$ cat config.mk
export PLATFORM = sky130hd
export DESIGN_NAME = usb_ep_buf_rd_arb
export DESIGN_NICKNAME = d
export VERILOG_FILES = /design/src/rtl/usb_ep_buf_rd_arb.sv
export SDC_FILE = /design/constraint.sdc
export NUM_CORES = 1
export LEC_CHECK = 0
export CORE_MARGIN = 8
export CORE_UTILIZATION = 35
export CTS_CLUSTER_DIAMETER = 100
export DETAILED_ROUTE_END_ITERATION = 7
export PLACE_DENSITY = 0.85
export SYNTH_ARGS = -nofsm -noshare
export SYNTH_HDL_FRONTEND = slang
export SYNTH_SLANG_ARGS = --single-unit
$ cat constraint.sdc
create_clock -name clk -period 3.85 [get_ports clk]
set_input_delay 0.5775 -clock clk [delete_from_list [all_inputs] [get_ports clk]]
set_output_delay 0.5775 -clock clk [all_outputs]
set_load 0.02 [all_outputs]
$ cat src/rtl/usb_ep_buf_rd_arb.sv
// Read-port arbiter for usb_ep_buf: the TX engine has priority, and a wait counter
// bounds how long the bus-side read path can be denied.
module usb_ep_buf_rd_arb #(
    parameter int RWIDTH   = 16,
    parameter int ARW      = 11 - $clog2(RWIDTH/8),
    parameter int MAX_WAIT = 3
) (
    input  logic              clk,
    input  logic              rst,
    output logic [ARW-1:0]    buf_rd_addr_0,
    output logic              buf_rd_en_0,
    input  logic [RWIDTH-1:0] buf_rd_data_1,
    input  logic              tx_req,
    input  logic [ARW-1:0]    tx_addr,
    output logic              tx_ack,
    output logic [RWIDTH-1:0] tx_data,
    output logic              tx_valid,
    input  logic              bus_req,
    input  logic [ARW-1:0]    bus_addr,
    output logic              bus_ack,
    output logic [RWIDTH-1:0] bus_data,
    output logic              bus_valid
);

    localparam logic [3:0] LP_MAX_WAIT = 4'(MAX_WAIT);

    logic [3:0]        r_wait;
    logic [3:0]        w_wait_nxt;
    logic              w_force;
    logic              w_tx_ack;
    logic              w_bus_ack;
    logic              r_tx_valid;
    logic              r_bus_inflight;
    logic              r_bus_valid;
    logic [RWIDTH-1:0] r_bus_data;

    // Bus overrides TX only once it has been denied MAX_WAIT cycles in a row.
    assign w_force = (r_wait == LP_MAX_WAIT);

    always_comb begin
        w_tx_ack  = 1'b0;
        w_bus_ack = 1'b0;
        if (!rst) begin
            if (bus_req && (!tx_req || w_force)) begin
                w_bus_ack = 1'b1;
            end else if (tx_req) begin
                w_tx_ack = 1'b1;
            end
        end
    end

    always_comb begin
        w_wait_nxt = 4'd0;
        if (bus_req && !w_bus_ack) begin
            w_wait_nxt = w_force ? r_wait : r_wait + 4'd1;
        end
    end

    assign tx_ack        = w_tx_ack;
    assign bus_ack       = w_bus_ack;
    assign buf_rd_en_0   = w_tx_ack | w_bus_ack;
    assign buf_rd_addr_0 = w_bus_ack ? bus_addr : tx_addr;

    // Cycle N grant -> cycle N+1 owner flags; bus data lands one edge later.
    always_ff @(posedge clk) begin
        if (rst) begin
            r_wait         <= 4'd0;
            r_tx_valid     <= 1'b0;
            r_bus_inflight <= 1'b0;
            r_bus_valid    <= 1'b0;
            r_bus_data     <= '0;
        end else begin
            r_wait         <= w_wait_nxt;
            r_tx_valid     <= w_tx_ack;
            r_bus_inflight <= w_bus_ack;
            r_bus_valid    <= r_bus_inflight;
            if (r_bus_inflight) begin
                r_bus_data <= buf_rd_data_1;
            end
        end
    end

    // A TX read acked just before reset must not pulse while reset is asserted.
    assign tx_valid  = r_tx_valid & ~rst;
    assign tx_data   = buf_rd_data_1;
    assign bus_valid = r_bus_valid;
    assign bus_data  = r_bus_data;

endmodule

==> key figures, run 1 <==
Run status
  – Status: finished clean

Global routing
  – Vias in the first global route: between 1000 and 1500
  – Global-route wire length before repair: 5.43 mm
  – GRT Util Overall: 0.136
  – Largest net degree at the start of global routing: 22
  – Initial antenna violation count: 0
  – Global route overflow: 0

Timing
  – Final worst path period share: 0.868
  – Peak Freq: 299 MHz
  – Worst slew pin tran: 0.963 ns
  – Final Hold Viols: 0
  – Slew HR: 0.357
  – Max Clock Skew: roughly 0.0029 ns
  – TNS Setup: 0 ns
  – RSZ-0062 raised after global routing: false
  – Crit path time final: 3.34 ns
  – Slew Limit Fails: 0
  – Setup violators final: 0

Floorplan
  – Cell row count: 20
  – Die area: ~0.0051 mm2
  – CORE AREA: approximately 0.0030 mm2
  – Io pins: between 80 and 90
  – Die Wd: ~72 um
  – Vert. Die Dim: 71.5 um
  – Initial Utilization: 0.359

Final layout
  – Multi-input gate area: between 400 and 500 um2
  – Share of layout cells above drive strength 1: 0.0899
  – Commonest non-fill, non-tap cells in the layout: 86 x clkdlybuf4s50_1, 23 x nor2_1, 23 x dfxtp_1, 16 x mux2i_1, 10 x mux2_2
  – Fin area: about 0.0019 mm2
  – FF+latch area: about 460 um2
  – FILL cells: between 200 and 300
  – Ant diodes: 0
  – Most common cell after layout, fill and taps aside: clkdlybuf4s50_1
  – Final nets: 220
  – Area grow syn2layout: 73.0%

Critical path
  – Arr. time, crit path: approximately 2.8 ns
  – Crit-path cells: ha_1 -> or3b_1 -> a21oi_2 -> mux2_2 -> clkdlybuf4s50_1
  – FF-to-FF path depth: 4
  – R2R Setup Slk: about 2.3 ns
  – CP max stage delay: around 0.55 ns
  – Crit end category: primary output
  – Worst Path Required: 3.27 ns
  – Crit Path Class: reg -> out
  – CP Launch Type: flop
  – RR Endpoint: r_wait[3]$_SDFFE_PP0N_
  – R2R Path Start: r_wait[0]$_SDFFE_PP0N_
  – CP max FO: 11
  – Slowest CP cell: clkdlybuf4s50_1

Logic synthesis
  – Sequential area share after synthesis: 0.427
  – Synth warn: 0
  – Post-Synth Simple-Gate Area: 0.118
  – Yosys top cell by area: dfxtp_1
  – Post-synthesis compound-gate area fraction: 0.0290
  – Post-synthesis adder-cell area fraction: 0.0116
  – Synth cell types: 20
  – Combinational family with the most area after synthesis: multiplexers
  – Yosys reg bits: 23
  – Yosys top cell area share: 0.427
  – Netlist area before placement: about 0.0011 mm2
  – Avg Inst Size Synth: 9.99 um2
  – Portion of netlist area occupied by mux cells: 0.253
  – Top cells by area, synth: dfxtp_1 43%, mux2i_1 15%, buf_4 11%
  – Synthesized net count: between 100 and 150
  – Cells after synthesis: ~110
  – Xor and xnor area share after synthesis: 0.0162

Place
  – Post-DP HPWL: between 2 and 3 mm
  – Placer Congestion: ~0.78
  – Placed cell area: around 0.0018 mm2
  – Port Buffers: 86

Route
  – Per-cell routed wire length: 15.9 um
  – Pre-antenna DRT Iters: 3
  – Via density: roughly 4.8
  – 1st-iter DRT viols: 36
  – Post-Route WL: roughly 3.4 mm
  – Post-route antenna net violation count: 0
  – Via count: 1004
  – DRC viols: 0

Min path
  – Beginning of the worst hold path: r_wait[0]$_SDFFE_PP0N_
  – HP Class: reg -> reg
  – WHS Endpoint: r_wait[0]$_SDFFE_PP0N_
  – Hold path depth: 1

Clock tree
  – Post-cts hold buffer count: 0
  – CTS tree: done
  – Number of buffers created by CTS: 3
  – Post-CTS Setup Inserts: 0
  – Clk Latency, worst-skew pair: 0.30 ns
  – CTS clock-pin slew for the worst setup and hold paths: 0.12 ns
  – Htree depth: 1
  – Clock root buffer: clkbuf_4
  – Max Root-Sink Buffers: 2
  – Resized cells post-CTS: 0
  – CTS sink cnt: 23

Flow run
  – Max-Cap Viols: 0

Pwr
  – Cell Pwr Density: roughly 280 mW/mm2
  – Total power: 0.514 mW
  – VDD IR-drop max: 0.165 mV
  – Leak Pwr: around 0.68 nW
## worst max-delay path by stage
stage	slack [ns]	start	end
floorplan	1.59	r_wait[0]$_SDFFE_PP0N_	buf_rd_addr_0[0]
finish	0.51	r_wait[0]$_SDFFE_PP0N_	buf_rd_addr_0[2]
global placement	0.72	bus_req	buf_rd_addr_0[0]
detailed placement	0.65	bus_req	buf_rd_addr_0[0]
global route	0.33	r_wait[0]$_SDFFE_PP0N_	buf_rd_addr_0[0]
CTS	0.47	r_wait[0]$_SDFFE_PP0N_	buf_rd_addr_0[0]
## worst max-delay path: cells and delay by family, from the launching register on
| family | cells | cell delay (ns) |
|---|---|---|
| and+or+nand+nor | 1 | 0.42 |
| muxes | 1 | 0.40 |
| AOI/OAI and AO/OA | 1 | 0.47 |
| DFF | 1 | 0.38 |
| adders and majority gates | 1 | 0.24 |
| buffers and inverters | 1 | 0.55 |
## sequential cells by signal (all words and copies together) (netlist names)
signal / cells
bus_data: 16
r_wait: 4
bus_valid: 1
r_bus_inflight: 1
r_tx_valid: 1
## cell families (layout without fill, tap and decap cells)
logic type,Yosys count,count (layout)
AO/OA/AOI/OAI,4,4
XOR/XNOR,2,2
adder cells (fa/ha/maj),1,1
buffers and inverters,23,93
flip-flops,23,23
multiplexers,26,26
AND/OR/NAND/NOR,29,29
## area by class of cell
cell class | instances | share of cell area
Tap cell | 33 | 0.0221
Inverter | 2 | 0.00402
Timing Repair Buffer | 87 | 0.465
Clock buffer | 4 | 0.0141
Multi-Input combinational cell | 62 | 0.247
Sequential cell | 23 | 0.247
## stage by stage
step | setup WS, ns | utilization | hold slack (ns) | std cells
2_1_floorplan | 1.59 | - | 0.418 | 108
3_3_place_gp | 0.718 | 0.613 | 0.430 | 207
3_5_place_dp | 0.645 | 0.613 | 0.468 | 207
4_1_cts | 0.471 | 0.621 | 0.486 | 211
5_1_grt | 0.329 | 0.621 | 0.523 | 211
6_report | 0.508 | 0.621 | 0.482 | 211
## power by group
part,total (mW),internal [mW],switching (mW)
sequential,0.252,0.245,0.00648
combinational,0.153,0.0900,0.0629
clock,0.109,0.0404,0.0689
total,0.514,0.376,0.138
## routing by layer
layer,global-route usage,wire (um)
met5,0,0
met4,0.0408,36
met2,0.266,1830
met3,0.0739,380
met1,0.113,1120
## Yosys cell counts
cell      count
a21oi_2       1
buf_6         1
clkbuf_1      2
xnor2_1       1
or3b_1        1
buf_4        16
or3b_2        1
dfxtp_1      23
nor2b_1       2
a21oi_1       1
buf_2         2
nand2b_1      1
nand3_1       1
inv_1         2
mux2i_1      16
xor2_1        1
a311oi_1      2
mux2_2       10
ha_1          1
nor2_1       23
Power figures use the tool's default switching activity.
==> run 2: changes to the inputs <==
SETUP_SLACK_MARGIN = 0.15   (was not set)
clock period = 3.9 ns   (was 3.85 ns; I/O delays follow)
==> results of run 2 <==
Same layout as run 1 (identical final DEF). Status: finished clean.
Main changes from that run: setup slack after placement 0.645 ns -> 0.680 ns; setup slack after layout 0.508 ns -> 0.551 ns; register-to-register setup slack 2.32 ns -> 2.37 ns; total power 0.514 mW -> 0.508 mW; worst IR drop on VDD 0.165 mV -> 0.163 mV
==> run 3: changes to the inputs <==
CTS_CLUSTER_SIZE = 16   (was not set)
==> results of run 3 <==
Same layout as run 1 (identical final DEF). Status: finished clean.
Main changes from that run: setup slack after placement 0.645 ns -> 0.680 ns; setup slack after layout 0.508 ns -> 0.551 ns; register-to-register setup slack 2.32 ns -> 2.37 ns; total power 0.514 mW -> 0.508 mW; worst IR drop on VDD 0.165 mV -> 0.163 mV
